[src/rtl/hazard_pkg.sv]
// Shared decode constants, forwarding encodings, stall FSM states and
// instruction field helpers for the hazard/forwarding controller.
package hazard_pkg;

  localparam logic [4:0] OP_RTYPE = 5'b00000;
  localparam logic [4:0] OP_SW    = 5'b00111;
  localparam logic [4:0] OP_LW    = 5'b01000;
  localparam logic [4:0] OP_BNE   = 5'b00010;
  localparam logic [4:0] OP_BLT   = 5'b00110;
  localparam logic [4:0] OP_JR    = 5'b00100;

  localparam logic [4:0] ALU_MUL  = 5'b00110;
  localparam logic [4:0] ALU_DIV  = 5'b00111;

  localparam logic [1:0] FWD_RF   = 2'b00;
  localparam logic [1:0] FWD_MW   = 2'b01;
  localparam logic [1:0] FWD_XM   = 2'b10;

  typedef enum logic [1:0] {ST_RUN, ST_LU, ST_MD_WAIT} stall_st_e;

  typedef struct packed {
    logic [4:0] opcode;
    logic [4:0] rd;
    logic [4:0] rs;
    logic [4:0] rt;
    logic [4:0] aluop;
  } insn_f_t;

  function automatic insn_f_t insn_fields(input logic [31:0] insn);
    insn_f_t f;
    f.opcode = insn[31:27];
    f.rd     = insn[26:22];
    f.rs     = insn[21:17];
    f.rt     = insn[16:12];
    f.aluop  = insn[6:2];
    return f;
  endfunction

  function automatic logic [4:0] insn_rd(input logic [31:0] insn);
    insn_f_t f = insn_fields(insn);
    return f.rd;
  endfunction

  function automatic logic [4:0] insn_src_a(input logic [31:0] insn);
    insn_f_t f = insn_fields(insn);
    return f.rs;
  endfunction

  // Stores and branches read their second operand from the rd slot; opcodes
  // without a second register operand report r0 so they never hazard.
  function automatic logic [4:0] insn_src_b(input logic [31:0] insn);
    insn_f_t f = insn_fields(insn);
    case (f.opcode)
      OP_RTYPE:                    return f.rt;
      OP_SW, OP_BNE, OP_BLT, OP_JR: return f.rd;
      default:                     return 5'd0;
    endcase
  endfunction

  function automatic logic insn_is_lw(input logic [31:0] insn);
    insn_f_t f = insn_fields(insn);
    return f.opcode == OP_LW;
  endfunction

  function automatic logic insn_is_sw(input logic [31:0] insn);
    insn_f_t f = insn_fields(insn);
    return f.opcode == OP_SW;
  endfunction

  function automatic logic insn_is_md(input logic [31:0] insn);
    insn_f_t f = insn_fields(insn);
    return (f.opcode == OP_RTYPE) && ((f.aluop == ALU_MUL) || (f.aluop == ALU_DIV));
  endfunction

  function automatic logic [1:0] fwd_sel(input logic [4:0] src,
                                         input logic xm_v, input logic [4:0] xm_rd,
                                         input logic mw_v, input logic [4:0] mw_rd);
    if (src == 5'd0)              return FWD_RF;
    if (xm_v && (xm_rd == src))   return FWD_XM;
    if (mw_v && (mw_rd == src))   return FWD_MW;
    return FWD_RF;
  endfunction

endpackage

[src/rtl/hazard_forward_unit_if.sv]
// Pipeline-latch side bundle of the hazard/forwarding controller.
interface hazard_forward_unit_if #(parameter int INSN_W = 32);
  logic [INSN_W-1:0] fd_insn;
  logic [INSN_W-1:0] dx_insn;
  logic [INSN_W-1:0] xm_insn;
  logic [INSN_W-1:0] mw_insn;
  logic              xm_we;
  logic              mw_we;
  logic              md_done;
  logic [1:0]        fwd_a;
  logic [1:0]        fwd_b;
  logic              fwd_dmem;
  logic              stall_fd;
  logic              flush_dx;
  logic              md_busy;
  logic [31:0]       perf_lu_cnt;
  logic [31:0]       perf_md_cnt;

  modport master (
    output fd_insn, dx_insn, xm_insn, mw_insn, xm_we, mw_we, md_done,
    input  fwd_a, fwd_b, fwd_dmem, stall_fd, flush_dx, md_busy, perf_lu_cnt, perf_md_cnt
  );

  modport slave (
    input  fd_insn, dx_insn, xm_insn, mw_insn, xm_we, mw_we, md_done,
    output fwd_a, fwd_b, fwd_dmem, stall_fd, flush_dx, md_busy, perf_lu_cnt, perf_md_cnt
  );
endinterface

[src/rtl/md_scoreboard.sv]
// In-order FIFO of outstanding mul/div destinations plus a per-register pending mask.
module md_scoreboard #(
  parameter int DEPTH = 2,
  parameter int AW    = 5
) (
  input  logic              clk_i,
  input  logic              rst_i,
  input  logic              push_i,
  input  logic [AW-1:0]     push_rd_i,
  input  logic              pop_i,
  output logic [2**AW-1:0]  pending_o,
  output logic              full_o,
  output logic              empty_o
);
  localparam int CW = $clog2(DEPTH + 1);

  logic [CW-1:0]              cnt_q, cnt_d, widx;
  logic [DEPTH-1:0][AW-1:0]   ent_q, ent_d;
  logic [2**AW-1:0]           mask_q, mask_d;
  logic                       pop, push, younger;

  assign full_o    = (cnt_q == CW'(DEPTH));
  assign empty_o   = (cnt_q == '0);
  assign pending_o = mask_q;

  // Entry 0 is always the oldest; a pop shifts the queue down.
  always_comb begin
    pop     = pop_i && !empty_o;
    push    = push_i && (!full_o || pop);
    younger = 1'b0;
    for (int i = 1; i < DEPTH; i++)
      if ((CW'(i) < cnt_q) && (ent_q[i] == ent_q[0])) younger = 1'b1;

    ent_d  = ent_q;
    mask_d = mask_q;
    widx   = cnt_q - CW'(pop);
    if (pop) begin
      for (int i = 0; i < DEPTH - 1; i++) ent_d[i] = ent_q[i+1];
      if (!younger) mask_d[ent_q[0]] = 1'b0;
    end
    if (push) begin
      for (int i = 0; i < DEPTH; i++)
        if (CW'(i) == widx) ent_d[i] = push_rd_i;
      mask_d[push_rd_i] = 1'b1;
    end
    cnt_d = cnt_q + CW'(push) - CW'(pop);
  end

  always_ff @(posedge clk_i) begin
    if (rst_i) begin
      cnt_q  <= '0;
      ent_q  <= '0;
      mask_q <= '0;
    end else begin
      cnt_q  <= cnt_d;
      ent_q  <= ent_d;
      mask_q <= mask_d;
    end
  end
endmodule

[src/rtl/hazard_forward_unit.sv]
// Operand bypass selects, load-use and mul/div stalls for the 5-stage pipeline.
// Define HAZARD_PERF_EN to build the saturating stall counters.
module hazard_forward_unit
  import hazard_pkg::*;
#(
  parameter int INSN_W   = 32,
  parameter int REG_AW   = 5,
  parameter int MD_DEPTH = 2
) (
  input  logic                 clock,
  input  logic                 reset,
  hazard_forward_unit_if.slave bus
);
  localparam int NREG = 1 << REG_AW;

  logic [4:0]      fd_src_a, fd_src_b, dx_rd, dx_src_a, dx_src_b, xm_rd, mw_rd;
  logic            fd_md, dx_lw, dx_md, xm_sw, xm_md;
  logic            xm_src, mw_src, lu_haz, md_haz, stall, push;
  logic            sb_full, sb_empty;
  logic [NREG-1:0] pending;
  stall_st_e       state_q;

  assign fd_src_a = insn_src_a(bus.fd_insn[31:0]);
  assign fd_src_b = insn_src_b(bus.fd_insn[31:0]);
  assign fd_md    = insn_is_md(bus.fd_insn[31:0]);
  assign dx_rd    = insn_rd(bus.dx_insn[31:0]);
  assign dx_src_a = insn_src_a(bus.dx_insn[31:0]);
  assign dx_src_b = insn_src_b(bus.dx_insn[31:0]);
  assign dx_lw    = insn_is_lw(bus.dx_insn[31:0]);
  assign dx_md    = insn_is_md(bus.dx_insn[31:0]);
  assign xm_rd    = insn_rd(bus.xm_insn[31:0]);
  assign xm_sw    = insn_is_sw(bus.xm_insn[31:0]);
  assign xm_md    = insn_is_md(bus.xm_insn[31:0]);
  assign mw_rd    = insn_rd(bus.mw_insn[31:0]);

  // A mul/div sitting in X/M has no result yet, so it is never a bypass source.
  assign xm_src = bus.xm_we && !xm_md && (xm_rd != 5'd0);
  assign mw_src = bus.mw_we && (mw_rd != 5'd0);

  assign bus.fwd_a    = fwd_sel(dx_src_a, xm_src, xm_rd, mw_src, mw_rd);
  assign bus.fwd_b    = fwd_sel(dx_src_b, xm_src, xm_rd, mw_src, mw_rd);
  assign bus.fwd_dmem = xm_sw && bus.mw_we && (xm_rd != 5'd0) && (mw_rd == xm_rd);

  assign lu_haz = dx_lw && (dx_rd != 5'd0) && ((dx_rd == fd_src_a) || (dx_rd == fd_src_b));
  assign md_haz = ((fd_src_a != 5'd0) && pending[fd_src_a]) ||
                  ((fd_src_b != 5'd0) && pending[fd_src_b]) ||
                  (fd_md && sb_full && !bus.md_done);

  // In LU the load has already moved past D/X, so the bubble lasts one cycle.
  assign stall        = md_haz || (lu_haz && (state_q != ST_LU));
  assign bus.stall_fd = stall;
  assign bus.flush_dx = stall;
  assign bus.md_busy  = !sb_empty;
  assign push         = dx_md && (dx_rd != 5'd0) && !stall;

  md_scoreboard #(.DEPTH(MD_DEPTH), .AW(REG_AW)) u_sb (
    .clk_i     (clock),
    .rst_i     (reset),
    .push_i    (push),
    .push_rd_i (dx_rd),
    .pop_i     (bus.md_done),
    .pending_o (pending),
    .full_o    (sb_full),
    .empty_o   (sb_empty)
  );

  always_ff @(posedge clock) begin
    if (reset) begin
      state_q <= ST_RUN;
    end else begin
      case (state_q)
        ST_RUN:     if (md_haz) state_q <= ST_MD_WAIT;
                    else if (lu_haz) state_q <= ST_LU;
        ST_LU:      state_q <= ST_RUN;
        ST_MD_WAIT: if (!md_haz) state_q <= ST_RUN;
        default:    state_q <= ST_RUN;
      endcase
    end
  end

`ifdef HAZARD_PERF_EN
  logic [31:0] lu_cnt_q, lu_cnt_d, md_cnt_q, md_cnt_d;

  always_comb begin
    lu_cnt_d = lu_cnt_q;
    md_cnt_d = md_cnt_q;
    if ((state_q == ST_LU) && (lu_cnt_q != '1)) lu_cnt_d = lu_cnt_q + 32'd1;
    if (md_haz && (md_cnt_q != '1))             md_cnt_d = md_cnt_q + 32'd1;
  end

  always_ff @(posedge clock) begin
    if (reset) begin
      lu_cnt_q <= '0;
      md_cnt_q <= '0;
    end else begin
      lu_cnt_q <= lu_cnt_d;
      md_cnt_q <= md_cnt_d;
    end
  end

  assign bus.perf_lu_cnt = lu_cnt_q;
  assign bus.perf_md_cnt = md_cnt_q;
`else
  assign bus.perf_lu_cnt = '0;
  assign bus.perf_md_cnt = '0;
`endif
endmodule

[src/flat_wrapper.sv]
// flat-port wrapper written by rule: the top's interface ports become plain ports
module hazard_forward_unit_flat import hazard_pkg::*;
#(
  parameter int INSN_W   = 32,
  parameter int REG_AW   = 5,
  parameter int MD_DEPTH = 2
)
  (clock, reset, bus_fd_insn, bus_dx_insn, bus_xm_insn, bus_mw_insn, bus_xm_we, bus_mw_we, bus_md_done, bus_fwd_a, bus_fwd_b, bus_fwd_dmem, bus_stall_fd, bus_flush_dx, bus_md_busy, bus_perf_lu_cnt, bus_perf_md_cnt);
  hazard_forward_unit_if #(.INSN_W(INSN_W)) bus_i ();
  input  logic clock;
  input  logic reset;
  input wire logic [$bits(bus_i.fd_insn)-1:0] bus_fd_insn;
  input wire logic [$bits(bus_i.dx_insn)-1:0] bus_dx_insn;
  input wire logic [$bits(bus_i.xm_insn)-1:0] bus_xm_insn;
  input wire logic [$bits(bus_i.mw_insn)-1:0] bus_mw_insn;
  input wire logic [$bits(bus_i.xm_we)-1:0] bus_xm_we;
  input wire logic [$bits(bus_i.mw_we)-1:0] bus_mw_we;
  input wire logic [$bits(bus_i.md_done)-1:0] bus_md_done;
  output wire logic [$bits(bus_i.fwd_a)-1:0] bus_fwd_a;
  output wire logic [$bits(bus_i.fwd_b)-1:0] bus_fwd_b;
  output wire logic [$bits(bus_i.fwd_dmem)-1:0] bus_fwd_dmem;
  output wire logic [$bits(bus_i.stall_fd)-1:0] bus_stall_fd;
  output wire logic [$bits(bus_i.flush_dx)-1:0] bus_flush_dx;
  output wire logic [$bits(bus_i.md_busy)-1:0] bus_md_busy;
  output wire logic [$bits(bus_i.perf_lu_cnt)-1:0] bus_perf_lu_cnt;
  output wire logic [$bits(bus_i.perf_md_cnt)-1:0] bus_perf_md_cnt;
  assign bus_i.fd_insn = bus_fd_insn;
  assign bus_i.dx_insn = bus_dx_insn;
  assign bus_i.xm_insn = bus_xm_insn;
  assign bus_i.mw_insn = bus_mw_insn;
  assign bus_i.xm_we = bus_xm_we;
  assign bus_i.mw_we = bus_mw_we;
  assign bus_i.md_done = bus_md_done;
  assign bus_fwd_a = bus_i.fwd_a;
  assign bus_fwd_b = bus_i.fwd_b;
  assign bus_fwd_dmem = bus_i.fwd_dmem;
  assign bus_stall_fd = bus_i.stall_fd;
  assign bus_flush_dx = bus_i.flush_dx;
  assign bus_md_busy = bus_i.md_busy;
  assign bus_perf_lu_cnt = bus_i.perf_lu_cnt;
  assign bus_perf_md_cnt = bus_i.perf_md_cnt;
  hazard_forward_unit #(.INSN_W(INSN_W), .REG_AW(REG_AW), .MD_DEPTH(MD_DEPTH)) u_core (.clock(clock), .reset(reset), .bus(bus_i));
endmodule
[config.mk]
export PLATFORM = sky130hd
export DESIGN_NAME = hazard_forward_unit_flat
export DESIGN_NICKNAME = d
export VERILOG_FILES = /design/src/rtl/hazard_pkg.sv /design/src/rtl/hazard_forward_unit_if.sv /design/src/rtl/md_scoreboard.sv /design/src/rtl/hazard_forward_unit.sv /design/src/flat_wrapper.sv
export SDC_FILE = /design/constraint.sdc
export NUM_CORES = 1
export LEC_CHECK = 0
export ABC_AREA = 1
export BUFFER_PORTS_ARGS = -buffer_cell sky130_fd_sc_hd__buf_2
export CAP_MARGIN = 5
export CORE_UTILIZATION = 45
export CTS_BUF_LIST = sky130_fd_sc_hd__clkbuf_4
export DETAILED_ROUTE_END_ITERATION = 10
export PLACE_DENSITY_LB_ADDON = 0.25
export SLEW_MARGIN = 10
export SYNTH_ARGS = -nofsm -noshare
export SYNTH_HDL_FRONTEND = slang
export SYNTH_HIERARCHICAL = 1
export SYNTH_SLANG_ARGS = --single-unit
export TNS_END_PERCENT = 1
[constraint.sdc]
create_clock -name clock -period 2 [get_ports clock]
set_input_delay 0.2 -clock clock [delete_from_list [all_inputs] [get_ports clock]]
set_output_delay 0.2 -clock clock [all_outputs]
set_load 0.005 [all_outputs]
[Word level (Yosys, flattened, before mapping)]
Index checks and enable logic that the tools add are counted.
Storage, ports and cells
  register bits: 46
  bits of input ports: 133
  output and inout port bits: 72
Cells by class
  add/sub/neg operators: 3
  order comparisons: 7
  equal/unequal tests: 30
  muxes and demuxes: 45
  bitwise logic cells: 3
  reduce and logical (&&, ||, !) cells: 57
Operator list (count)
  2-to-1 mux 32 bit: 3
  == test 5 x 3 -> 1 bit (second input constant): 13
  == test 5 bit: 8
  bitwise AND 32 bit: 1
  NOT 32 bit: 1
  bitwise OR 32 bit: 1
  2-to-1 mux 2 bit: 15
  logical AND 1 bit: 27
  zero test 5 bit: 5
  nonzero test 5 bit: 5
  < comparator 5 x 6 -> 1 bit (second input constant): 4
  case mux 5 bit (2 select lines): 2
  2-to-1 mux 1 bit: 17
  2-to-1 mux 5 bit: 3
  binary-select mux 1 bit (select 5 bit): 2
  demux 1 bit (select 5 bit): 2
  == test 5 x 2 -> 1 bit (second input constant): 2
  >= comparator 5 x 1 -> 1 bit (second input constant): 2
  logical OR 1 bit: 8
  OR reduction 4 bit: 2
  zero test 2 bit: 3
  == test 5 x 4 -> 1 bit (second input constant): 1
  zero test 1 bit: 5
  == test 2 bit (second input constant): 2
  9 further kinds: 11

[Logic depth before layout (Yosys ltp)]
Gate-level depths: netlist of the first run.
  depth in word-level cells: 14
  gate-level depth with buffers: 20
  mapped depth without buffers: 20

[Cells and area by module]
The synthesis of the first run kept the hierarchy.
By module, submodules not included
  md_scoreboard: instances 1, cells an instance 333, area an instance 2287.2 sq um
  hazard_forward_unit: instances 1, cells an instance 403, area an instance 2250.9 sq um

[Worst setup path after synthesis of the first run]
Ideal clock, no wire load.
  kind: input port to flip-flop
  start: input port bus_fd_insn[17]
  end: register u_core.u_sb.mask_q[10], in the netlist u_core/u_sb/pending_o[10]
  library setup time: 0.071 ns
  arrival time: 2.021 ns
  data required time: 1.929 ns
  setup slack: -0.092 ns
  stages on the path: 16
  path buffers: 2
  cells stage by stage: buf_4 inv_2 buf_2 o21ai_0 o211ai_1 nand3_1 nand3b_1 a21oi_1 nand4_2 nor2_2 nand2_1 clkinv_2 nand2_2 nor2_1 nand2_1 a21oi_2
On the way
  word-level cells in the longest chain between the ends: 10
Ends and longest elaborated chain
  start: declaration: line flat_wrapper.sv:12  | input wire logic [$bits(bus_i.fd_insn)-1:0] bus_fd_insn;
  binary-select mux 1 bit (select 5 bit): line hazard_forward_unit.sv:45  | assign md_haz = ((fd_src_a != 5'd0) && pending[fd_src_a]) ||
  2-to-1 mux 1 bit (implied by the code): line hazard_forward_unit.sv:45
  logical AND 1 bit: line hazard_forward_unit.sv:45
  logical OR 1 bit: line hazard_forward_unit.sv:45
  logical OR 1 bit: line hazard_forward_unit.sv:46  | ((fd_src_b != 5'd0) && pending[fd_src_b]) ||
  logical OR 1 bit *: line hazard_forward_unit.sv:50  | assign stall = md_haz || (lu_haz && (state_q != ST_LU));
  net bus_flush_dx: line flat_wrapper.sv:23  | output wire logic [$bits(bus_i.flush_dx)-1:0] bus_flush_dx;
  zero test 1 bit *: line hazard_forward_unit.sv:54  | assign push = dx_md && (dx_rd != 5'd0) && !stall;
  logical AND 1 bit *: line hazard_forward_unit.sv:54
  net u_core.push: line hazard_forward_unit.sv:18  | logic xm_src, mw_src, lu_haz, md_haz, stall, push;
  logical AND 1 bit *: line md_scoreboard.sv:29  | push = push_i && (!full_o || pop);
  2-to-1 mux 32 bit *: line md_scoreboard.sv:41  | if (push) begin
  end signal: assignment: line md_scoreboard.sv:57  | mask_q <= mask_d;
  end: declaration: line md_scoreboard.sv:19  | logic [2**AW-1:0] mask_q, mask_d;
Mark *: on every way through the listed nets, which the timed path passes. The rest lies on a longest branch. The select of a mux whose other input is x is not followed.
A chain may end at the register's enable or synchronous reset.

[Worst setup path after layout of the first run]
  start: register u_core.u_sb.mask_q[18], in the netlist u_core/u_sb/pending_o[18]
  end: register u_core.u_sb.mask_q[17], in the netlist u_core/u_sb/pending_o[17]
On the way
  word-level cells in the longest chain between the ends: 10
Ends and longest elaborated chain (line)
  binary-select mux 1 bit (select 5 bit) (on tied branches): hazard_forward_unit.sv:45, hazard_forward_unit.sv:46
  2-to-1 mux 1 bit (on tied branches): hazard_forward_unit.sv:45, hazard_forward_unit.sv:46
  logical AND 1 bit (on tied branches): hazard_forward_unit.sv:45, hazard_forward_unit.sv:46
  logical OR 1 bit *: hazard_forward_unit.sv:45
  logical OR 1 bit *: hazard_forward_unit.sv:46
  logical OR 1 bit *: hazard_forward_unit.sv:50
  zero test 1 bit *: hazard_forward_unit.sv:54
  logical AND 1 bit *: hazard_forward_unit.sv:54
  net u_core.push: hazard_forward_unit.sv:18
  logical AND 1 bit *: md_scoreboard.sv:29
  2-to-1 mux 32 bit *: md_scoreboard.sv:41
Marked as above.

==> results.ini, run 1 <==
[finish]
diode_count = 0
area_growth_pct = 23.2
final_nets = 1015
drive_gt1_share_pct = 29.7
layoutNonFillerInstCount = 1013
final_util_pct = 57.2

[placed_design]
place_inst = 1005
portBuffers = 79
dp_worst_setup_slack_ns = -0.491
hpwlAfterDp_um = 10900
place_congestion = 0.944

[cts]
insertion_delay_to_the_later_sink_of_the_worst_skew_pair_ns = 0.36
cts_post_setup_buffers_inserted = 0
cts-root-to-sink-buffers = 2
root_buffer = clkbuf_4
clkTransAtPathRegs_ns = 0.14
clock_tree_from_tritoncts = built
cts_made_buffers = 5
clock_tree.htree_level_count = 2
cts.sink_count = 46

[die]
design.core.area_sq_um = 9770
chip_width_um = 102
die_area_sq_um = 10500
start_util_pct = 46.4
top_level_ports = 205
floorplan.die.height_um = 102
fp-row-count = 36

[logic_synthesis]
ys.warnings.count = 6
ys.flop_type = dfxtp_1
synthesis.instances = 736
yosysSeqAreaShare_pct = 20.3
syn_area_per_cell_sq_um = 6.17
netlist-cell-type-count = 40
async_reset_ff_share_pct = 0
ys_seq_elements = 46
synth_edf_count = 0
netlist_area_sq_um = 4540

[grt]
global_route.overflow_total = 0
grt_antenna_before_repair = 0
grt_pass1_wl_um = 21000
maximum_number_of_pins_on_one_net_before_global_route_repair = 33
grtUsageTotal_pct = 25.5
number_of_global_route_vias_before_repair = 4484

[timing]
clock-skew-final_ns = 0.00811
setup_total_negative_slack_ns = -2.27
worst_slack_ns = -0.117
slew_violations = 0
rsz0062_at_grt = yes
final_period_utilization_pct = 106
finalHoldViolCount = 0
slew_headroom_pct = 49.6
final_setup_violation_count = 39
worst-slew-pin-transition_ns = 0.753
max_clock_freq_ghz = 0.472
final_period_minus_worst_setup_slack_ns = 2.12

[run]
cap_violations = 0

[setup_path]
timing.critical_path.required_ns = 2.30
timing.critical_path.fanout_max = 5
timing.critical_path.arrival_ns = 2.42
crit_path_end_kind = register
cp_class = register to register
timing.critical_path.from_type = register

[pwr]
leakage_nw = 2.47
worst_ir_drop_vdd_v = 0.000400
power_density_nw_per_um2 = 399
finalPower_w = 0.00223

[detailed_routing]
dr_drc_count = 0
initialDrtViolationCount = 243
totalWireLength_um = 13400
total_number_of_vias = 4983
antenna_violating_nets_post_route = 0
avgRoutedWirePerCell_um = 13.2
vias_per_cell = 4.92
first_pass_iters = 5

[status]
run_status = complete, but fails checks
failed_checks = setup timing

[min_path]
hold_path_class = input pin to register

==> Yosys cell counts, types with 2 or more instances <==
| master | count | area [sq um] |
|---|---|---|
| nand3_1 | 70 | 350 |
| xor2_1 | 10 | 87.6 |
| buf_2 | 4 | 20.0 |
| nand3b_1 | 3 | 22.5 |
| nor2_4 | 2 | 22.5 |
| nor2_1 | 90 | 338 |
| a21oi_1 | 23 | 115 |
| o21ai_0 | 34 | 170 |
| a21oi_2 | 30 | 263 |
| nand3_4 | 2 | 35.0 |
| clkinv_2 | 2 | 10.0 |
| nor4_1 | 4 | 25.0 |
| o22ai_1 | 7 | 43.8 |
| nand4_1 | 12 | 75.1 |
| nand2_2 | 12 | 75.1 |
| inv_2 | 5 | 18.8 |
| nor3b_1 | 2 | 15.0 |
| xnor2_1 | 8 | 70.1 |
| nand3_2 | 6 | 60.1 |
| nor3_1 | 7 | 35.0 |
| inv_1 | 65 | 244 |
| nor2_2 | 8 | 50.1 |
| nand2_4 | 2 | 22.5 |
| buf_6 | 5 | 56.3 |
| dfxtp_1 | 46 | 921 |
| or2_2 | 2 | 12.5 |
| buf_4 | 66 | 495 |
| clkbuf_1 | 4 | 15.0 |
| nand2_1 | 188 | 706 |
| o211ai_1 | 5 | 37.5 |
| ha_1 | 3 | 37.5 |
==> registers in the layout, indices dropped and copies added (netlist names) <==
register,flops
u_core/u_sb/pending_o,32
u_core/u_sb/ent_q,10
u_core/state_q,2
u_core/u_sb/cnt_q,2
==> final timing paths <==
kind / cells past startpoint / start / slack [ns] / to
setup / recovery: 16 / u_core/u_sb/pending_o[18]$_SDFF_PP0_ / -0.12 / u_core/u_sb/pending_o[17]$_SDFF_PP0_
hold / removal: 2 / reset / 0.29 / u_core/u_sb/cnt_q[0]$_SDFF_PP0_
setup reg to reg: 16 / u_core/u_sb/pending_o[18]$_SDFF_PP0_ / -0.12 / u_core/u_sb/pending_o[17]$_SDFF_PP0_
hold reg to reg: 2 / u_core/u_sb/pending_o[17]$_SDFF_PP0_ / 0.49 / u_core/u_sb/pending_o[17]$_SDFF_PP0_
==> worst max-delay path, stage by stage (launching register included) <==
cell	delay (ns)
dfxtp_2	0.38
inv_2	0.06
a21oi_1	0.05
o21ai_1	0.08
nand2_1	0.08
nand2_1	0.06
nand2_1	0.04
nand3b_1	0.16
a21oi_2	0.19
nand4_2	0.15
nor2_4	0.15
nand2_4	0.10
inv_8	0.11
nand2_8	0.09
nor2_4	0.17
nand2_1	0.09
a21oi_2	0.12
==> what timing repair did <==
| item | 4_1_cts | 5_1_grt |
|---|---|---|
| pin swaps | 24 | 11 |
| setup endpoints to repair | 46 | 48 |
| hold endpoints to repair | 0 | 0 |
| hold buffers | 0 | 0 |
| resized for setup | 20 | 17 |
==> cells in the final DEF (no fill, tap or decap), drive strengths merged, types with 8 or more instances in the layout <==
cell type,synthesis,final
a21oi,53,53
buf,76,153
conb,1,64
dfxtp,46,46
inv,71,72
nand2,202,202
nand3,78,78
nand4,14,14
nor2,100,100
o21ai,35,35
xnor2,8,8
xor2,10,10
==> report_power, final <==
group / leakage (nW) / internal [W] / total (W) / switching [W]
registers: 0.372 / 0.000926 / 0.000931 / 0.00000506
clock network: 0.0419 / 0.000277 / 0.000585 / 0.000308
logic: 2.05 / 0.000263 / 0.000716 / 0.000452
==> stage by stage <==
| stage | instance area, sq um | hold slack (ns) |
|---|---|---|
| after floorplan | 4860 | 0.344 |
| after global placement | 5410 | 0.459 |
| after detailed placement | 5410 | 0.465 |
| after CTS | 5560 | 0.268 |
| after global routing | 5590 | 0.280 |
| final | 5590 | 0.287 |
==> routing by layer <==
layer	routed length (um)	part of all wire, %	up-vias	track usage, %
li1	-	-	2545	-
met1	6060	45	2239	32.3
met2	6420	48	186	46.7
met3	784	5.9	13	2.26
met4	106	0.79	0	5.05
met5	0	0	-	0
==> cells by family after synthesis <==
family / count (synthesis) / synth area share (%)
AO/OA/AOI/OAI: 102 / 14.3
XOR/XNOR: 18 / 3.47
other: 1 / 0.0826
flip-flops: 46 / 20.3
buffers and inverters: 153 / 19.4
AND/OR/NAND/NOR: 413 / 41.6
adder cells (fa/ha/maj): 3 / 0.827
==> final cells by class <==
| type | count | area (sq um) |
|---|---|---|
| clock inverters | 2 | 37.5 |
| well taps | 133 | 166 |
| flip-flops and latches | 46 | 925 |
| inverters | 73 | 289 |
| repair buffers | 153 | 988 |
| multi-input cells | 600 | 3140 |
| clock buffers | 6 | 45.0 |
| fillers | 1005 | 4180 |
No activity file was read; power rests on OpenSTA's default activity.
==> inputs of run 2 (changes only) <==
CORE_UTILIZATION = 40   (was 45)
==> run 2 against run 1 <==
Compared with the run above: the flow still finishes with violations (setup timing); final cell count rose by 1.3%; cell area decreased by 0.36%; fmax fell by 5.8%; clock skew is 0.0093 ns higher; sequential share of layout area about the same; core utilization decreased by 6.3 points; total power fell by 5.9%; critical path depth is 2 higher.
==> results.ini, run 2 (same netlist as run 1, synthesis figures left out) <==
[setup_path]
crit_path_end_kind = register
cp_class = register to register
timing.critical_path.arrival_ns = 2.56
path_buf_inv = 2
timing.critical_path.from_type = register
slowest_stage = dfxtp_2
max_stage_delay_ns = 0.35
timing.critical_path.fanout_max = 5
ordered_cell_list_for_the_critical_path = nor2_2 > nor2_1 > o21ai_1 > nand2_1 > o21ai_1 > buf_4 > nand2_2 > nand2_2 > nand3_2 > a21oi_2 > nand4_2 > nor2_4 > nand2_4 > inv_8 > nand2_8 > nor2_4 > nand2_1 > a21oi_2
timing.critical_path.required_ns = 2.31
family_of_cells_with_the_greatest_summed_delay_on_the_critical_path = simple AND/OR/NAND/NOR gates

[die]
chip_width_um = 109
top_level_ports = 205
fp-row-count = 38
die_area_sq_um = 11800
floorplan.die.height_um = 109
start_util_pct = 41.5
design.core.area_sq_um = 10900

[grt]
met3_usage_grt_pct = 2.53
grt_pass1_wl_um = 21000
grt_antenna_before_repair = 0
maximum_number_of_pins_on_one_net_before_global_route_repair = 33
grt.busiest_layer = met2
number_of_global_route_vias_before_repair = 4317
globalRouteMet1Util_pct = 31.2
grtUsageTotal_pct = 23.0
global_route.overflow_total = 0
gr-usage-met2_pct = 38.2

[min_path]
hold_path_class = input pin to register

[timing]
finalHoldViolCount = 0
final_period_utilization_pct = 112
worst-slew-pin-transition_ns = 0.805
rsz0062_at_grt = yes
worst_slack_ns = -0.247
clock-skew-final_ns = 0.0174
slew_violations = 0
slew_headroom_pct = 46.1
setup_total_negative_slack_ns = -7.67
final_period_minus_worst_setup_slack_ns = 2.25
max_clock_freq_ghz = 0.445
final_setup_violation_count = 46

[finish]
layout.cells.most_common_list = nand2_1 (181), nor2_1 (82), buf_2 (79), buf_4 (79), nand3_1 (69)
fin_area_sq_um = 5570
mostFrequentLayoutCell = nand2_1
final_nets = 1022
area_growth_pct = 22.8
drive_gt1_share_pct = 29.3
layoutNonFillerInstCount = 1026
diode_count = 0
filler_cell_count = 1153
largest_register_ffs = 32

[detailed_routing]
first_pass_iters = 5
vias_per_cell = 4.83
antenna_violating_nets_post_route = 0
initialDrtViolationCount = 376
totalWireLength_um = 13400
total_number_of_vias = 4959
avgRoutedWirePerCell_um = 13.0
dr_drc_count = 0

[placed_design]
dp_worst_setup_slack_ns = -0.431
place_inst = 1018
portBuffers = 79
hpwlAfterDp_um = 10700
place_congestion = 0.904
placement.cell_area_sq_um = 5460

[cts]
cts_made_buffers = 5
clock_tree_from_tritoncts = built
root_buffer = clkbuf_4
cts.sink_count = 46
insertion_delay_to_the_later_sink_of_the_worst_skew_pair_ns = 0.37
clkTransAtPathRegs_ns = 0.14
clock_tree.htree_level_count = 2
cts-root-to-sink-buffers = 2
post_cts_hold_buffer_count = 0

[pwr]
power_density_nw_per_um2 = 377
worst_ir_drop_vdd_v = 0.000246
leakage_nw = 2.49

[run]
cap_violations = 0

[status]
failed_checks = setup timing
run_status = complete, but fails checks

run 2: cell types whose count changed in the layout (fill, tap and decap cells not counted), sizes merged:
cell	change
clkbuf	+1
bufinv	-1
buf	+7
clkinvlp	-1
run 2: path summary, 6_finish.rpt:
| path | start | cells after the start | end | slack [ns] |
|---|---|---|---|---|
| worst max-delay path | u_core/u_sb/pending_o[0]$_SDFF_PP0_ | 18 | u_core/u_sb/pending_o[5]$_SDFF_PP0_ | -0.25 |
| worst min-delay path | bus_dx_insn[30] | 5 | u_core/state_q[0]$_SDFFE_PP0P_ | 0.22 |
| worst max register to register | u_core/u_sb/pending_o[0]$_SDFF_PP0_ | 18 | u_core/u_sb/pending_o[5]$_SDFF_PP0_ | -0.25 |
| worst min register to register | u_core/u_sb/ent_q[5]$_SDFFE_PP0P_ | 2 | u_core/u_sb/ent_q[5]$_SDFFE_PP0P_ | 0.50 |
run 2: per-layer routing:
layer  up-vias  wire length [um]  part of all wire, %
li1       2555                 -                    -
met5         -                 0                    0
met1      2191              6170                   46
met3        20               840                  6.3
met2       193              6160                   46
met4         0               218                  1.6
run 2: timing repair:
item,4_1_cts,5_1_grt
pin swaps,2,20
endpoints found under the setup margin,46,48
buffers inserted,1,0
gates resized for setup,8,13
hold endpoints to repair,0,0
run 2: cell type report:
cell class	count	area, sq um	area share [%]
flip-flops and latches	46	922	16.5
repair buffers	160	1030	18.5
clock buffers	7	52.6	0.943
multi-input cells	600	3110	55.7
well taps	140	175	3.14
inverters	73	289	5.19
run 2: power breakdown:
part	total [W]	internal, W	switching, W
Clock	0.000460	0.000160	0.000300
Sequential	0.000930	0.000926	0.00000445
Combinational	0.000710	0.000265	0.000444
Total	0.00210	0.00135	0.000749
run 2: worst min-delay path, delay by kind of cell:
family	cells	cell delay, ns
buffers and inverters	2	0.16
and+or+nand+nor	3	0.19
run 2: through the flow:
stage | power [W] | hold slack (ns) | utilization [%]
3_3_place_gp | 0.00164 | 0.479 | 49.9
2_1_floorplan | 0.00147 | 0.344 | -
4_1_cts | 0.00210 | 0.215 | 50.6
5_1_grt | 0.00224 | 0.220 | 51.0
6_report | 0.00210 | 0.220 | 51.0
3_5_place_dp | 0.00164 | 0.488 | 49.9
==> inputs of run 3 (changes only) <==
SKIP_LAST_GASP = 1   (was not set)
==> run 3 against run 2 <==
Compared with the run above: clock power hardly changed; register-to-register slack about the same; critical path depth unchanged; first-iteration DRC count increased by 11%; highest routed layer unchanged; fmax is 0.51% lower; setup slack got worse by 0.011 ns; core utilization about the same; die area unchanged; the run still ends with setup timing left; total power is essentially flat.
==> results.ini, run 3 (same netlist as run 1, synthesis figures left out) <==
[status]
run_status = complete, but fails checks
failed_checks = setup timing

[cts]
clkTransAtPathRegs_ns = 0.15
clock_tree_from_tritoncts = built
clock_tree.htree_level_count = 2
cts_made_buffers = 5
post_cts_hold_buffer_count = 0
insertion_delay_to_the_later_sink_of_the_worst_skew_pair_ns = 0.37
cts-root-to-sink-buffers = 2
root_buffer = clkbuf_4
cts.sink_count = 46

[timing]
worst_slack_ns = -0.258
clock-skew-final_ns = 0.0213
worst-slew-pin-transition_ns = 0.818
max_clock_freq_ghz = 0.443
final_period_utilization_pct = 113
slew_violations = 0
slew_headroom_pct = 45.3
final_setup_violation_count = 46
rsz0062_at_grt = yes
finalHoldViolCount = 0
final_period_minus_worst_setup_slack_ns = 2.26
hold-worst-slack_ns = 0.222

[finish]
final_nets = 1022
layout.cells.most_common_list = nand2_1 (181), nor2_1 (82), buf_2 (79), buf_4 (79), nand3_1 (69)
largest_register_ffs = 32
area_taken_by_multi_input_logic_gates_sq_um = 3100
fin_area_sq_um = 5570
final_util_pct = 50.9
diode_count = 0
layoutNonFillerInstCount = 1026
filler_cell_count = 1154
area_growth_pct = 22.7
drive_gt1_share_pct = 29.2
mostFrequentLayoutCell = nand2_1
seq_area_sq_um = 922

[placed_design]
place_congestion = 0.904
placement.cell_area_sq_um = 5460
place_inst = 1018
portBuffers = 79
hpwlAfterDp_um = 10700

[setup_path]
setup.reg_to_reg.worst_slack_ns = -0.26
max_stage_delay_ns = 0.36
ordered_cell_list_for_the_critical_path = nor2_2 > nor2_1 > o21ai_1 > nand2_1 > o21ai_1 > buf_4 > nand2_2 > nand2_2 > nand3_2 > a21oi_2 > nand4_2 > nor2_4 > nand2_4 > inv_8 > nand2_8 > nor2_4 > nand2_1 > a21oi_2
cp_class = register to register
crit_path_end_kind = register
timing.critical_path.required_ns = 2.31
slowest_stage = dfxtp_2
critical_path.reg2reg.endpoint = u_core/u_sb/pending_o[5]$_SDFF_PP0_
path_buf_inv = 2
timing.critical_path.from_type = register
critical_path.endpoint = u_core/u_sb/pending_o[5]$_SDFF_PP0_
timing.critical_path.arrival_ns = 2.56
r2r_start = u_core/u_sb/pending_o[0]$_SDFF_PP0_
path_depth = 18
timing.critical_path.fanout_max = 5
family_of_cells_with_the_greatest_summed_delay_on_the_critical_path = simple AND/OR/NAND/NOR gates
number_of_cells_traversed_by_the_worst_register_to_register_path = 18
critPathLaunch = u_core/u_sb/pending_o[0]$_SDFF_PP0_

[grt]
maximum_number_of_pins_on_one_net_before_global_route_repair = 33
grt_antenna_before_repair = 0
grtUsageTotal_pct = 23.0
grt_pass1_wl_um = 21000
number_of_global_route_vias_before_repair = 4313
global_route.overflow_total = 0

[pwr]
leakage_nw = 2.49
power_density_nw_per_um2 = 377
worst_ir_drop_vdd_v = 0.000251

[die]
floorplan.die.height_um = 109
top_level_ports = 205
design.core.area_sq_um = 10900
fp-row-count = 38
start_util_pct = 41.5
chip_width_um = 109
die_area_sq_um = 11800

[detailed_routing]
first_pass_iters = 5
avgRoutedWirePerCell_um = 13.0
initialDrtViolationCount = 417
antenna_violating_nets_post_route = 0
total_number_of_vias = 4969
totalWireLength_um = 13300
dr_drc_count = 0
vias_per_cell = 4.84

[min_path]
hold_path_class = input pin to register

[run]
cap_violations = 0

[run 3: changes by cell type in the layout (fill, tap and decap cells not counted)]
cell	change
o21ai_2	-1
o21ai_0	+1
[run 3: what timing repair did]
action                     CTS  global route
setup endpoints to repair   46            48
buffers inserted             1             0
gates resized for setup      2            17
pin swaps                    2            13
cloned                       0             0
[run 3: where the power goes]
part	internal [W]	switching, W	total (W)
combinational	0.000265	0.000443	0.000708
sequential	0.000926	0.00000444	0.000930
clock	0.000160	0.000301	0.000462
total	0.00135	0.000749	0.00210
[run 3: per-layer routing]
layer | up-vias | track usage [%] | wire [um]
met2 | 191 | 38.3 | 6060
met3 | 19 | 2.53 | 831
met1 | 2199 | 31.2 | 6160
met4 | 0 | 6.37 | 248
met5 | - | 0 | 0
li1 | 2560 | - | -
[run 3: area by class of cell]
cell class / count / share of cell area [%]
tap: 140 / 3.15
timing repair buffer: 160 / 18.5
sequential: 46 / 16.6
multi-input combinational: 600 / 55.7
clock buffer: 7 / 0.944
inverter: 73 / 5.19
[run 3: how the worst min path moves through the flow]
stage,end,slack (ns),depth (start not counted),from
after floorplan,u_core/state_q[1]$_SDFFE_PP0P_,0.34,3,reset
after global placement,u_core/u_sb/ent_q[8]$_SDFFE_PP0P_,0.48,2,u_core/u_sb/ent_q[8]$_SDFFE_PP0P_
after detailed placement,u_core/u_sb/ent_q[6]$_SDFFE_PP0P_,0.49,2,u_core/u_sb/ent_q[6]$_SDFFE_PP0P_
after CTS,u_core/state_q[0]$_SDFFE_PP0P_,0.22,5,bus_dx_insn[30]
after global routing,u_core/state_q[0]$_SDFFE_PP0P_,0.22,5,bus_dx_insn[30]
final,u_core/state_q[0]$_SDFFE_PP0P_,0.22,5,bus_dx_insn[30]
[run 3: worst reg2reg max path: stages (launching register included)]
cell and delay, ns:
dfxtp_2 0.36, nor2_2 0.09, nor2_1 0.05, o21ai_1 0.07, nand2_1 0.07, o21ai_1 0.07, buf_4 0.14, nand2_2 0.05
nand2_2 0.05, nand3_2 0.06, a21oi_2 0.16, nand4_2 0.15, nor2_4 0.19, nand2_4 0.10, inv_8 0.10, nand2_8 0.09
nor2_4 0.19, nand2_1 0.09, a21oi_2 0.13
[run 3: stage by stage]
step	worst slack, ns	total power, W	TNS, ns
after floorplan	-0.0136	0.00147	-0.152
after global placement	-0.383	0.00164	-15.41
after detailed placement	-0.431	0.00164	-17.13
after CTS	-0.197	0.00210	-7.14
after global routing	-0.428	0.00224	-16.97
final	-0.258	0.00210	-8.07
